$ cat src/rtl/ddr_tx_serializer_if.sv
// Parallel-word input stream for ddr_tx_serializer: data/valid from the producer, ready back.
interface ddr_tx_serializer_if #(
    parameter int WORD_W = 8
);
    logic [WORD_W-1:0] in_data;
    logic              in_valid;
    logic              in_ready;

    modport master (output in_data, output in_valid, input in_ready);
    modport slave  (input in_data, input in_valid, output in_ready);
endinterface

$ cat src/rtl/ddr_tx_serializer.sv
// Purpose: buffers parallel words in a small FIFO and emits them LSB pair first to an O_DDR.
// Latency: word pushed at edge k into an idle, empty block shows pair 0 after edge k+1.
// Backpressure: registered in_ready = FIFO not full after the last edge; tx_en low pauses output.
module ddr_tx_serializer #(
    parameter int WORD_W     = 8,
    parameter int FIFO_DEPTH = 4
) (
    input  logic                clk,
    input  logic                rst,
    ddr_tx_serializer_if.slave  in_if,
    input  logic                tx_en,
    output logic [1:0]          ddr_d,
    output logic                ddr_en,
    output logic                busy,
    output logic [15:0]         tx_count
);
    localparam int AW    = $clog2(FIFO_DEPTH);
    localparam int PAIRS = WORD_W / 2;
    localparam int PC_W  = $clog2(PAIRS);
    localparam logic [PC_W-1:0] PC_LAST = PC_W'(PAIRS - 1);

    typedef enum logic {IDLE, SHIFT} state_t;

    state_t              state_q, state_n;
    logic [WORD_W-1:0]   mem [FIFO_DEPTH];
    logic [AW:0]         wr_ptr_q, rd_ptr_q, wr_ptr_n, rd_ptr_n;
    logic                in_ready_q;
    logic                push, pop, fifo_empty, full_n;
    logic [WORD_W-1:0]   head;
    logic [WORD_W-1:0]   sr_q, sr_n;
    logic [PC_W-1:0]     pc_q, pc_n;
    logic [1:0]          ddr_d_q, ddr_d_n;
    logic                ddr_en_q, ddr_en_n;
    logic [15:0]         tx_count_q, tx_count_n;

    // in_ready is a registered view of fullness, so a same-edge pop never opens a slot for a push
    assign push       = in_if.in_valid && in_ready_q;
    assign fifo_empty = (wr_ptr_q == rd_ptr_q);
    assign head       = mem[rd_ptr_q[AW-1:0]];
    assign wr_ptr_n   = wr_ptr_q + {{AW{1'b0}}, push};
    assign rd_ptr_n   = rd_ptr_q + {{AW{1'b0}}, pop};
    assign full_n     = (wr_ptr_n[AW] != rd_ptr_n[AW]) &&
                        (wr_ptr_n[AW-1:0] == rd_ptr_n[AW-1:0]);

    always_ff @(posedge clk or negedge rst) begin
        if (!rst) begin
            wr_ptr_q   <= '0;
            rd_ptr_q   <= '0;
            in_ready_q <= 1'b0;
        end else begin
            wr_ptr_q   <= wr_ptr_n;
            rd_ptr_q   <= rd_ptr_n;
            in_ready_q <= !full_n;
        end
    end

    always_ff @(posedge clk) begin
        if (push) mem[wr_ptr_q[AW-1:0]] <= in_if.in_data;
    end

    always_ff @(posedge clk or negedge rst) begin
        if (!rst) begin
            state_q    <= IDLE;
            sr_q       <= '0;
            pc_q       <= '0;
            ddr_d_q    <= 2'b00;
            ddr_en_q   <= 1'b0;
            tx_count_q <= '0;
        end else begin
            state_q    <= state_n;
            sr_q       <= sr_n;
            pc_q       <= pc_n;
            ddr_d_q    <= ddr_d_n;
            ddr_en_q   <= ddr_en_n;
            tx_count_q <= tx_count_n;
        end
    end

    always_comb begin
        state_n    = state_q;
        sr_n       = sr_q;
        pc_n       = pc_q;
        ddr_d_n    = ddr_d_q;
        ddr_en_n   = 1'b0;
        tx_count_n = tx_count_q;
        pop        = 1'b0;
        case (state_q)
            IDLE: begin
                ddr_d_n = 2'b00;
                if (!fifo_empty && tx_en) begin
                    pop      = 1'b1;
                    sr_n     = head;
                    ddr_d_n  = head[1:0];
                    ddr_en_n = 1'b1;
                    pc_n     = '0;
                    state_n  = SHIFT;
                end
            end
            SHIFT: begin
                if (tx_en) begin
                    if (pc_q != PC_LAST) begin
                        sr_n     = sr_q >> 2;
                        ddr_d_n  = sr_q[3:2];
                        ddr_en_n = 1'b1;
                        pc_n     = pc_q + PC_W'(1);
                    end else begin
                        tx_count_n = tx_count_q + 16'd1;
                        // Chain straight into the next word so ddr_en has no bubble
                        if (!fifo_empty) begin
                            pop      = 1'b1;
                            sr_n     = head;
                            ddr_d_n  = head[1:0];
                            ddr_en_n = 1'b1;
                            pc_n     = '0;
                        end else begin
                            state_n  = IDLE;
                            ddr_d_n  = 2'b00;
                        end
                    end
                end
            end
            default: state_n = IDLE;
        endcase
    end

    assign in_if.in_ready = in_ready_q;
    assign ddr_d          = ddr_d_q;
    assign ddr_en         = ddr_en_q;
    assign busy           = !fifo_empty || (state_q == SHIFT);
    assign tx_count       = tx_count_q;
endmodule
$ cat src/flat_wrapper.sv
// flat-port wrapper written by rule: the top's interface ports become plain ports
module ddr_tx_serializer_flat 
#(
    parameter int WORD_W     = 8,
    parameter int FIFO_DEPTH = 4
)
  (clk, rst, tx_en, ddr_d, ddr_en, busy, tx_count, in_if_in_data, in_if_in_valid, in_if_in_ready);
  ddr_tx_serializer_if #(.WORD_W(WORD_W)) in_if_i ();
  input  logic clk;
  input  logic rst;
  input  logic tx_en;
  output logic [1:0] ddr_d;
  output logic ddr_en;
  output logic busy;
  output logic [15:0] tx_count;
  input wire logic [$bits(in_if_i.in_data)-1:0] in_if_in_data;
  input wire logic [$bits(in_if_i.in_valid)-1:0] in_if_in_valid;
  output wire logic [$bits(in_if_i.in_ready)-1:0] in_if_in_ready;
  assign in_if_i.in_data = in_if_in_data;
  assign in_if_i.in_valid = in_if_in_valid;
  assign in_if_in_ready = in_if_i.in_ready;
  ddr_tx_serializer #(.WORD_W(WORD_W), .FIFO_DEPTH(FIFO_DEPTH)) u_core (.clk(clk), .rst(rst), .in_if(in_if_i), .tx_en(tx_en), .ddr_d(ddr_d), .ddr_en(ddr_en), .busy(busy), .tx_count(tx_count));
endmodule
$ cat config.mk
export PLATFORM = sky130hd
export DESIGN_NAME = ddr_tx_serializer_flat
export DESIGN_NICKNAME = d
export VERILOG_FILES = /design/src/rtl/ddr_tx_serializer_if.sv /design/src/rtl/ddr_tx_serializer.sv /design/src/flat_wrapper.sv
export SDC_FILE = /design/constraint.sdc
export NUM_CORES = 1
export LEC_CHECK = 0
export BUFFER_PORTS_ARGS = -buffer_cell sky130_fd_sc_hd__buf_2
export CORE_MARGIN = 4
export CORE_UTILIZATION = 52
export CTS_CLUSTER_DIAMETER = 100
export CTS_CLUSTER_SIZE = 12
export DETAILED_ROUTE_END_ITERATION = 7
export GPL_ROUTABILITY_DRIVEN = 0
export PLACE_DENSITY = 0.75
export SYNTH_ARGS = -nofsm -noshare
export SYNTH_HDL_FRONTEND = slang
export SYNTH_SLANG_ARGS = --single-unit
$ cat constraint.sdc
create_clock -name clk -period 2.9 [get_ports clk]
set_input_delay 0.29 -clock clk [delete_from_list [all_inputs] [get_ports clk]]
set_output_delay 0.29 -clock clk [all_outputs]
set_load 0.05 [all_outputs]
==> impl_results.md <==
* Crit Path Class: reg -> reg
* Peak VDD IR at 0.520 mV
* Final worst path period need at 2.39 ns
* Slowest CP cell: dfrtp_1
* Post-synth top area share at 34.4%
* Die width at 81.3 µm
* First-pass GRT wire length at 7630 µm
* Ys Warns at 0
* Setup TNS Final at 0 ns
* Cell Area, Placed at 3040 µm²
* Hold Crit Class: in -> async
* Final nets at 245
* Row count at 26
* Post-DRT Antenna Nets at 0
* Slew @ Worst Pin at 0.800 ns
* Avg Inst Size Synth at 15.3 µm²
* Initial Utilization at 54.0%
* Synthesized Nets at 201
* Initial antenna violation count at 0
* Crit path max fanout at 7
* Vias in the first global route at 1,615
* Design Area, Final at 3260 µm²
* Clock root cell: clkbuf_8
* Syn-to-layout area delta at 16.6%
* Initial DRC count at 75
* Final Hold Viols at 0
* Most used cell, CP: ha_1
* Fin cells at 302
* IO Pins at 33
* Worst path cell trace: ha_1, nand2b_1, nand2_1, nor2_1, ha_1, ha_1, xor2_1, xnor2_1, or3_1
* Pre-antenna DRT Iters at 4
* Ratio of final minimum period to clock period at 82.3%
* Synthesized instance count at 183
* Setup crit start kind: flop
* Crit-path leading delay family: simple AND/OR/NAND/NOR gates
* Final setup margin at 0.512 ns
* FILL cells at 369
* P per Cell Area at 969 nW/µm²
* Req. time, crit path at 3.12 ns
* Power Total at 3.15 mW
* Reg clk slew, reported paths at 0.07 ns
* CTS Hold Bufs at 0
* Post-Route WL at 4520 µm
* Max-Cap Viols at 0
* Vias after detailed routing at 1,553
* Core outline area at 5170 µm²
* Relative slew slack at 46.5%
* Antenna Cells at 0
* Fin. max-slew vios at 0
* Crit. End Element: flop
* Cts bufs inserted at 9
* Routed length per instance at 15.0 µm
* Die Area at 6610 µm²
* Final Skew at 0.00634 ns
* WHS at 0.0202 ns
* GRT Residual Overflow at 0
* Final core occ at 63.0%
* Die span in y at 81.3 µm
* Share of layout cells above drive strength 1 at 30.2%
* Pre-CTS setup slack at 0.519 ns
* Port Buffers at 32
* Largest net degree at the start of global routing at 36
* Fmax at 0.419 GHz
* Endpoints failing setup at 0
* Cts repair resizes at 0
* Critical path data arrival time at 2.60 ns
* Worst-case clock buffer depth at 2
* Register area share after synthesis at 65.8%
* Vias/cell at 5.14
* Clock sinks at 67
* Pleak at 1.38 nW
* Synth area leaders: edfxtp_1, dfrtp_1, xnor2_1, mux4_2, xor2_1
* Flop and latch count out of synthesis at 67
* GRT Util Overall at 15.9%
* Dpl cells at 286
* Yosys top cell by area: edfxtp_1
* Worst path max stage delay at 0.37 ns
* CTS tree: done
* Postcts setup bufs at 0
* Unrepaired setup endpoints after global routing: no
* Cell variety after synth at 36
* Synthesized cell area at 2790 µm²
* Status: finished clean
* Post-detail-place hpwl at 3210 µm
* Buf+Inv Stages, Crit Path at 0
* H-tree Lvls at 3
* DRC errors left at 0
* Latest clock arrival within the worst-skew pair at 0.34 ns
synth_stat cells:
cell type  instances
or2_2              1
ha_1               6
xor2_1             9
nor4_2             1
xor2_2             2
nor3b_1            2
inv_2              1
or3_1              1
o41ai_4            1
a22o_1             2
or2_1              1
nand2b_1           2
nand4_1            4
o31ai_1            5
nand3_1            3
nand2_1           17
nor2b_1            5
nor4_4             1
and3_1             4
dfrtp_1           35
buf_6              3
o21ai_2            1
clkbuf_1           1
nor3_1             2
edfxtp_1          32
mux2_2             5
and2b_1            1
nand4_2            1
a221o_1            2
and4_1             1
nor2_1             4
a2111oi_0          4
inv_1              3
o22ai_1            4
mux4_2             4
xnor2_1           12
area by class of cell:
cell class              instances  area (µm²)  share of cell area, %
well taps                      70        87.6                   2.69
inverters                       4        15.0                  0.461
flip-flops and latches         67        1840                   56.4
clock inverters                 7        92.6                   2.84
repair buffers                 37         198                   6.07
multi-input cells             108         903                   27.7
clock buffers                   9         124                   3.80
state kept, by name, summed over array words and instances (netlist names):
signal and cells:
u_core.mem 32, u_core.tx_count 16, u_core.sr_q 6, u_core.rd_ptr_q 3
u_core.wr_ptr_q 3, u_core.ddr_d 2, u_core.pc_q 2, u_core.ddr_en 1
u_core.in_if.in_ready 1, u_core.state_q 1
cells in the final DEF (no fill, tap or decap), drive strengths merged, types with 4 or more instances in the layout:
cell and n:
buf 37, dfrtp 35, edfxtp 32, nand2 17
xnor2 12, xor2 11, clkbuf 9, ha 6
nor2b 5, o31ai 5, mux2 5, nand4 5
nor2 4, and3 4, mux4 4, a2111oi 4
o22ai 4, inv 4
logic make-up after synthesis:
group,after synthesis,share of synthesized area [%]
xor gates and xnor gates,23,7.75
DFF,67,65.8
and+or+nand+nor,51,10.5
muxes,9,5.24
AOI/OAI and AO/OA,19,6.14
buffers and inverters,8,1.88
adders and majority gates,6,2.69
worst register-to-register path: cells and delay by family, from the launching register on:
family | cells | cell delay [ns]
xor+xnor | 2 | 0.31
fa+ha+maj | 3 | 0.59
flops | 1 | 0.37
simple gates | 4 | 1.00
report_power, final:
part           switching [mW]  internal [mW]
sequential              0.136           1.23
combinational           0.584          0.382
clock                   0.344          0.480
worst paths after layout:
path / from / end / slack (ns) / cells past startpoint
max in group asynchronous: rst / u_core.sr_q[4] / 2.40 / 1
min: rst / u_core.tx_count[14] / 0.02 / 1
min reg2reg: u_core.tx_count[15] / u_core.tx_count[15] / 0.47 / 1
max reg2reg: u_core.pc_q[0] / u_core.in_if.in_ready / 0.51 / 9
max: u_core.pc_q[0] / u_core.in_if.in_ready / 0.51 / 9
min in group clk: in_if_in_data[5] / u_core.mem[3][5] / 0.16 / 1
per-layer routing:
metal  part of all wire [%]  vias up  global-route usage (%)
li1                       -      768                       -
met5                      0        -                       0
met4                    2.1        0                    8.61
met1                     47      741                    19.9
met3                    4.7       10                    4.43
met2                     46       34                    25.1
No activity file was read; power rests on OpenSTA's default activity.
